[config.mk]
export PLATFORM = sky130hd
export DESIGN_NAME = scarv_soc_bram_adapter
export DESIGN_NICKNAME = d
export VERILOG_FILES = /design/src/rtl/scarv_soc_bram_adapter.sv
export SDC_FILE = /design/constraint.sdc
export NUM_CORES = 1
export LEC_CHECK = 0
export ABC_AREA = 1
export CORE_MARGIN = 4
export CORE_UTILIZATION = 48
export CTS_CLUSTER_SIZE = 16
export DETAILED_ROUTE_END_ITERATION = 12
export PLACE_DENSITY = 0.85
export SYNTH_ARGS = -nofsm -noshare
export SYNTH_HDL_FRONTEND = slang
export SYNTH_SLANG_ARGS = --single-unit
[constraint.sdc]
create_clock -name g_clk -period 5.1 [get_ports g_clk]
set_input_delay 0.51 -clock g_clk [delete_from_list [all_inputs] [get_ports g_clk]]
set_output_delay 0.51 -clock g_clk [all_outputs]
set_load 0.1 [all_outputs]
[src/rtl/scarv_soc_bram_adapter.sv]
// Request/response bridge from the SoC memory bus to a single-cycle BRAM port.
// Optional: define SCARV_SOC_BRAM_RANGE_CHECK_EN to reject accesses outside the window.
module scarv_soc_bram_adapter #(
    parameter logic [31:0] BASE     = 32'h0000_0000,
    parameter int unsigned SIZE     = 16384,
    parameter int unsigned WRITE_EN = 1,
    localparam int unsigned AW      = $clog2(SIZE)
) (
    input  logic          g_clk,
    input  logic          g_reset,
    input  logic          mem_req,
    output logic          mem_gnt,
    input  logic          mem_wen,
    input  logic [3:0]    mem_strb,
    input  logic [31:0]   mem_wdata,
    input  logic [31:0]   mem_addr,
    output logic          mem_recv,
    input  logic          mem_ack,
    output logic          mem_error,
    output logic [31:0]   mem_rdata,
    output logic          bram_cen,
    output logic          bram_wen,
    output logic [3:0]    bram_strb,
    output logic [31:0]   bram_wdata,
    output logic [AW-1:0] bram_addr,
    input  logic [31:0]   bram_rdata
);

    logic [31:0] offset;
    logic        range_err;
    logic        req_err;
    logic        accept;
    logic [2:0]  occ;

    // One in-flight slot covers the BRAM read latency.
    logic        inf_valid_q, inf_valid_d;
    logic        inf_wen_q, inf_wen_d;
    logic        inf_err_q, inf_err_d;

    logic [31:0] fifo_data_q [3];
    logic        fifo_err_q  [3];
    logic [1:0]  wr_ptr_q, wr_ptr_d;
    logic [1:0]  rd_ptr_q, rd_ptr_d;
    logic [1:0]  cnt_q, cnt_d;

    logic        push;
    logic        pop;
    logic [31:0] push_data;

    assign offset = mem_addr - BASE;

`ifdef SCARV_SOC_BRAM_RANGE_CHECK_EN
    assign range_err = (offset >= 32'(SIZE));
`else
    logic unused_offset_hi;
    assign unused_offset_hi = ^offset[31:AW];
    assign range_err        = 1'b0;
`endif

    assign req_err = ((WRITE_EN == 0) && mem_wen) || range_err;

    assign occ     = {1'b0, cnt_q} + {2'b00, inf_valid_q};
    assign mem_gnt = !g_reset && (occ < 3'd3);
    assign accept  = mem_req && mem_gnt;

    assign bram_cen   = accept && !req_err;
    assign bram_wen   = mem_wen;
    assign bram_strb  = mem_strb;
    assign bram_wdata = mem_wdata;
    assign bram_addr  = offset[AW-1:0];

    assign push      = inf_valid_q;
    assign push_data = (inf_wen_q || inf_err_q) ? 32'h0 : bram_rdata;

    assign mem_recv  = (cnt_q != 2'd0);
    assign pop       = mem_recv && mem_ack;
    assign mem_rdata = mem_recv ? fifo_data_q[rd_ptr_q] : 32'h0;
    assign mem_error = mem_recv ? fifo_err_q[rd_ptr_q]  : 1'b0;

    always_comb begin
        inf_valid_d = accept;
        inf_wen_d   = mem_wen;
        inf_err_d   = req_err;
        wr_ptr_d    = wr_ptr_q;
        rd_ptr_d    = rd_ptr_q;
        cnt_d       = cnt_q;
        if (push) begin
            wr_ptr_d = (wr_ptr_q == 2'd2) ? 2'd0 : wr_ptr_q + 2'd1;
        end
        if (pop) begin
            rd_ptr_d = (rd_ptr_q == 2'd2) ? 2'd0 : rd_ptr_q + 2'd1;
        end
        if (push && !pop) begin
            cnt_d = cnt_q + 2'd1;
        end else if (pop && !push) begin
            cnt_d = cnt_q - 2'd1;
        end
    end

    always_ff @(posedge g_clk) begin
        if (g_reset) begin
            inf_valid_q <= 1'b0;
            inf_wen_q   <= 1'b0;
            inf_err_q   <= 1'b0;
            wr_ptr_q    <= 2'd0;
            rd_ptr_q    <= 2'd0;
            cnt_q       <= 2'd0;
        end else begin
            inf_valid_q <= inf_valid_d;
            inf_wen_q   <= inf_wen_d;
            inf_err_q   <= inf_err_d;
            wr_ptr_q    <= wr_ptr_d;
            rd_ptr_q    <= rd_ptr_d;
            cnt_q       <= cnt_d;
        end
    end

    // Storage needs no reset: the count gates what is visible.
    always_ff @(posedge g_clk) begin
        if (!g_reset && push) begin
            fifo_data_q[wr_ptr_q] <= push_data;
            fifo_err_q[wr_ptr_q]  <= inf_err_q;
        end
    end

endmodule
==> After elaboration in Yosys (flattened, before gate mapping) <==
Memories as Yosys holds them, arrays and structs flattened. A register that Yosys moved wholly into a read port is not among the register bits.
Cells that the tools add are included.
{ "classes": {"n_addsub": 5, "multipliers": 0, "n_div": 0, "order_cmp": 1, "eq_ne": 2, "n_shift": 0, "n_mux": 11, "bitwise": 0, "reduce_logical": 11} }
{ "op_table": {"columns": ["operator", "n"], "rows": [
  ["$mux W32", 2],
  ["$mux W2", 6],
  ["$add A2 B1 Y2 const B", 3],
  ["$logic_and A1 B1 Y1", 6],
  ["$eq A2 B2 Y1 const B", 2],
  ["$reduce_bool A2 Y1", 2],
  ["$add A2 B1 Y3", 1],
  ["$logic_not A1 Y1", 3],
  ["$lt A3 B2 Y1 const B", 1],
  ["$mux W1", 3],
  ["$sub A2 B1 Y2 const B", 1]
]} }
{ "word_totals": {"ff_bits": 8, "latch_bits": 0, "mem_bits_rw": 96, "mem_bits_ro": 0, "out_inout_bits": 87, "wordCells": 36, "n_memories": 1} }
{ "memory_table": {"columns": ["memory", "words", "word_bits", "read_ports", "rd_ports_with_merged_regs", "wr", "line", "source"], "rows": [
  ["fifo_data_q", 3, 32, 1, 1, 1, "40", "logic [31:0] fifo_data_q [3];"]
]} }

==> Depth between registers and ports, before layout <==
{ "logic_depth": {"depth_word": 5, "mapped_depth": 10} }

==> Worst setup path before layout <==
OpenSTA, ideal clock, no wires.
{ "synth_path": {"path_kind": "input-to-reg", "from": "input port g_reset", "to": "memory fifo_data_q[2][0] (enable)", "setup_ns": 0.461, "arrival_ns": 2.954, "required_time_ns": 4.639, "setup_slack_ns": 1.685, "cell_stages": 3, "path_buffers": 0, "path_cell_list": "inv_1 -> nand2_1 -> nor3_1"} }
{ "synth_via": {"elab_chain_len": 4} }
{ "synth_lines": {"columns": ["element", "line", "source"], "rows": [
  ["from (decl)", "10", "input logic g_reset,"],
  ["$logic_not A1 Y1", "120", "if (!g_reset && push) begin"],
  ["$logic_and A1 B1 Y1", "120", null],
  ["$mux W1", "120", null],
  ["$mux W1", null, null],
  ["to (decl)", "40", null]
]} }
Every way passes these cells.

==> out/qor.yml <==
status: "finished, final reports clean"
cts_resized: 0
worst-endpoint-arrival_ns: 3.01
postSynthAreaPerCell_sq_um: 9.750
hold_path_class: "reg -> reg"
slew_viol_final: 0
drc: 0
fmax_mhz: 284.2
rsz0062_at_grt: "no"
async_reset_ff_share_pct: 0
synth_top_cell_by_area: "edfxtp_1"
grt_pass1_wl_microns: 16260
ctsLongestPathBuffers: 2
syn_to_final_growth_pct: 11.23
cap_violations: 0
path_clk_slew_ns: 0.09
max_stage_delay_ns: 1.14
setup_viol: 0
yosysMostFrequentCell: "inv_1"
vias: 3205
cp_max_fo: 64
grt_pass1_vias: 3191
p_switching_uw: 1215
ys_ff_latch: 106
numCtsBuffers: 9
num_io_pins: 192
ant_nets: 0
clkSinkCount: 106
pwr-share-clk_pct: 16.8
yosysUniqueCellTypes: 22
viasPerCell: 4.755
required_ns: 4.59
p_leak_uw: 0.002493
place.detailed.hpwl_microns: 6704
ctsHtreeMaxLevel: 3
totalNegativeSetupSlack_ns: 0
internal-power_uw: 1425
period_minus_slack_ns: 3.519
powerDensity_nw_per_um2: 468.1
finalCritPeriodShare_pct: 68.99
synth_area_leaders: "edfxtp_1, inv_1, buf_4, dfxtp_1, o21ai_0"
core_sq_um: 10320
gp_congestion: 0.6449
grt_max_degree: 65
synth_edf_count: 96
antennaDiodeCount: 0
seq_area_frac_synth_pct: 60.81
ir_drop_mv: 0.3331
holdPathStages: 2
crit_buf_inv: 2
die_area_sq_um: 12270
track_usage_pct: 16.74
rows: 37
path_cells: "o21ai_0, inv_1, clkdlybuf4s50_1"
netlist_area_sq_um: 5070
reg2reg_slack_ns: 2.99
pwr-share-comb_pct: 43.2
crit_family: "buffers and inverters"
firstDrtPassIters: 4
p_seq_share_pct: 40.0
min_from: "wr_ptr_q[1]"
cts_setup_buffers: 0
synth_common_cells: "inv_1, edfxtp_1, buf_4"
cts_tree: "done"
synth_warnings: 0
syn-num-nets: 628
final_hold_viol_count: 0
die_x_microns: 110.8
critPathSlowestCell: "dfxtp_2"
maxSlewHeadroom_pct: 19.55
wl_per_cell_microns: 15.43
synth.top_cell.area_share_pct: 56.86
gr-total-overflow: 0
drt_wl_total_microns: 10400
portBuffers: 72
root_buffer: "clkbuf_8"
yosys_most_used_dff: "edfxtp_1"
r2r_cells: 9
reg2reg_from: "cnt_q[0]"
syn_inst: 520
ctsHoldBuffers: 0
finalClockSkew_ns: 0.008948
critPathLaunchType: "register"
die_y_microns: 110.8
r2r_end: "cnt_q[1]"
place_inst: 658
hold_end: "wr_ptr_q[1]"
layout.nets: 641
p_sw_share_pct: 46.02
tightest_slew_ns: 1.207
critical_path_class: "reg -> out"
end_kind: "output port"
antenna_found_initial: 0
stdcell_count: 674
start_util_pct: 49.11
drt_iter0_drc: 246
insertion_delay_ns: 0.36
drive_gt1_share_pct: 4.833
## through the flow
stage / hold WS (ns) / cell area, sq um / setup WS, ns / utilization, % / power, uW
final: 0.5475 / 5639 / 1.581 / 54.62 / 2640
after CTS: 0.5410 / 5639 / 1.524 / 54.62 / 2659
after global placement: 0.4808 / 5477 / 1.975 / 53.05 / 2198
after global routing: 0.5902 / 5639 / 1.312 / 54.62 / 2761
after floorplan: 0.4692 / 5070 / 1.685 / - / 2162
after detailed placement: 0.5230 / 5477 / 1.937 / 53.05 / 2222
## power groups by stage
stage	sequential [uW]	combinational, uW	clock, uW
floorplan	1020	1150	0
global placement	1070	1120	0
detailed placement	1080	1140	0
CTS	1060	1150	455
global route	1070	1200	494
finish	1060	1140	444
## cell families (layout without fill, tap and decap cells)
| logic type | Yosys count | in the layout | synth area share [%] |
|---|---|---|---|
| AND/OR/NAND/NOR | 93 | 93 | 7.280 |
| flip-flops | 106 | 106 | 60.81 |
| adder cells (fa/ha/maj) | 3 | 3 | 0.7405 |
| buffers and inverters | 215 | 233 | 20.88 |
| other | 1 | 1 | 0.07397 |
| AO/OA/AOI/OAI | 102 | 102 | 10.22 |
## worst max path at each step
stage	end	slack (ns)	depth (start not counted)
final	mem_rdata[31]	1.58	3
after floorplan	fifo_data_q[2][0]	1.69	3
after global routing	mem_rdata[9]	1.31	5
after CTS	mem_rdata[9]	1.52	5
after global placement	mem_rdata[31]	1.97	3
after detailed placement	mem_rdata[31]	1.94	3
## sequential cells by signal, summed over array words and instances (netlist names), named ones only
register,count
fifo_data_q,96
rd_ptr_q,2
wr_ptr_q,2
inf_wen_q,1
inf_valid_q,1
cnt_q,2
## worst reg2reg max path: cells and delay by family (launching register included)
family	cells	cell delay (ns)
buf+inv	3	0.30
simple gates	5	1.12
fa+ha+maj	1	0.24
flops	1	0.39
## placed cells by master, fill, tap and decap left out, types with 2 or more instances in the layout
master,n
clkinv_2,3
dfxtp_1,8
clkbuf_8,9
nand3_1,3
buf_4,2
a21oi_2,2
dfxtp_2,2
nor2_4,3
o21ai_0,39
nand2_1,40
ha_1,3
clkdlybuf4s50_1,72
edfxtp_1,96
a21oi_1,31
nor2_1,43
inv_1,143
o21ai_1,30
## final cells by class
class,count,area [sq um]
fill,904,4684
sequential,106,3085
multi-input combinational,199,948.4
timing repair buffer,74,735.7
inverter,143,536.8
tap,136,170.2
clock buffer,10,127.6
clock inverter,6,35.03
## routing by layer
| layer | wire length (microns) | track usage, % |
|---|---|---|
| met1 | 3829 | 17.43 |
| met3 | 798 | 5.786 |
| met4 | 317 | 6.979 |
| met5 | 0 | 0 |
| met2 | 5451 | 30.50 |
(Power assumes the default switching activity.)
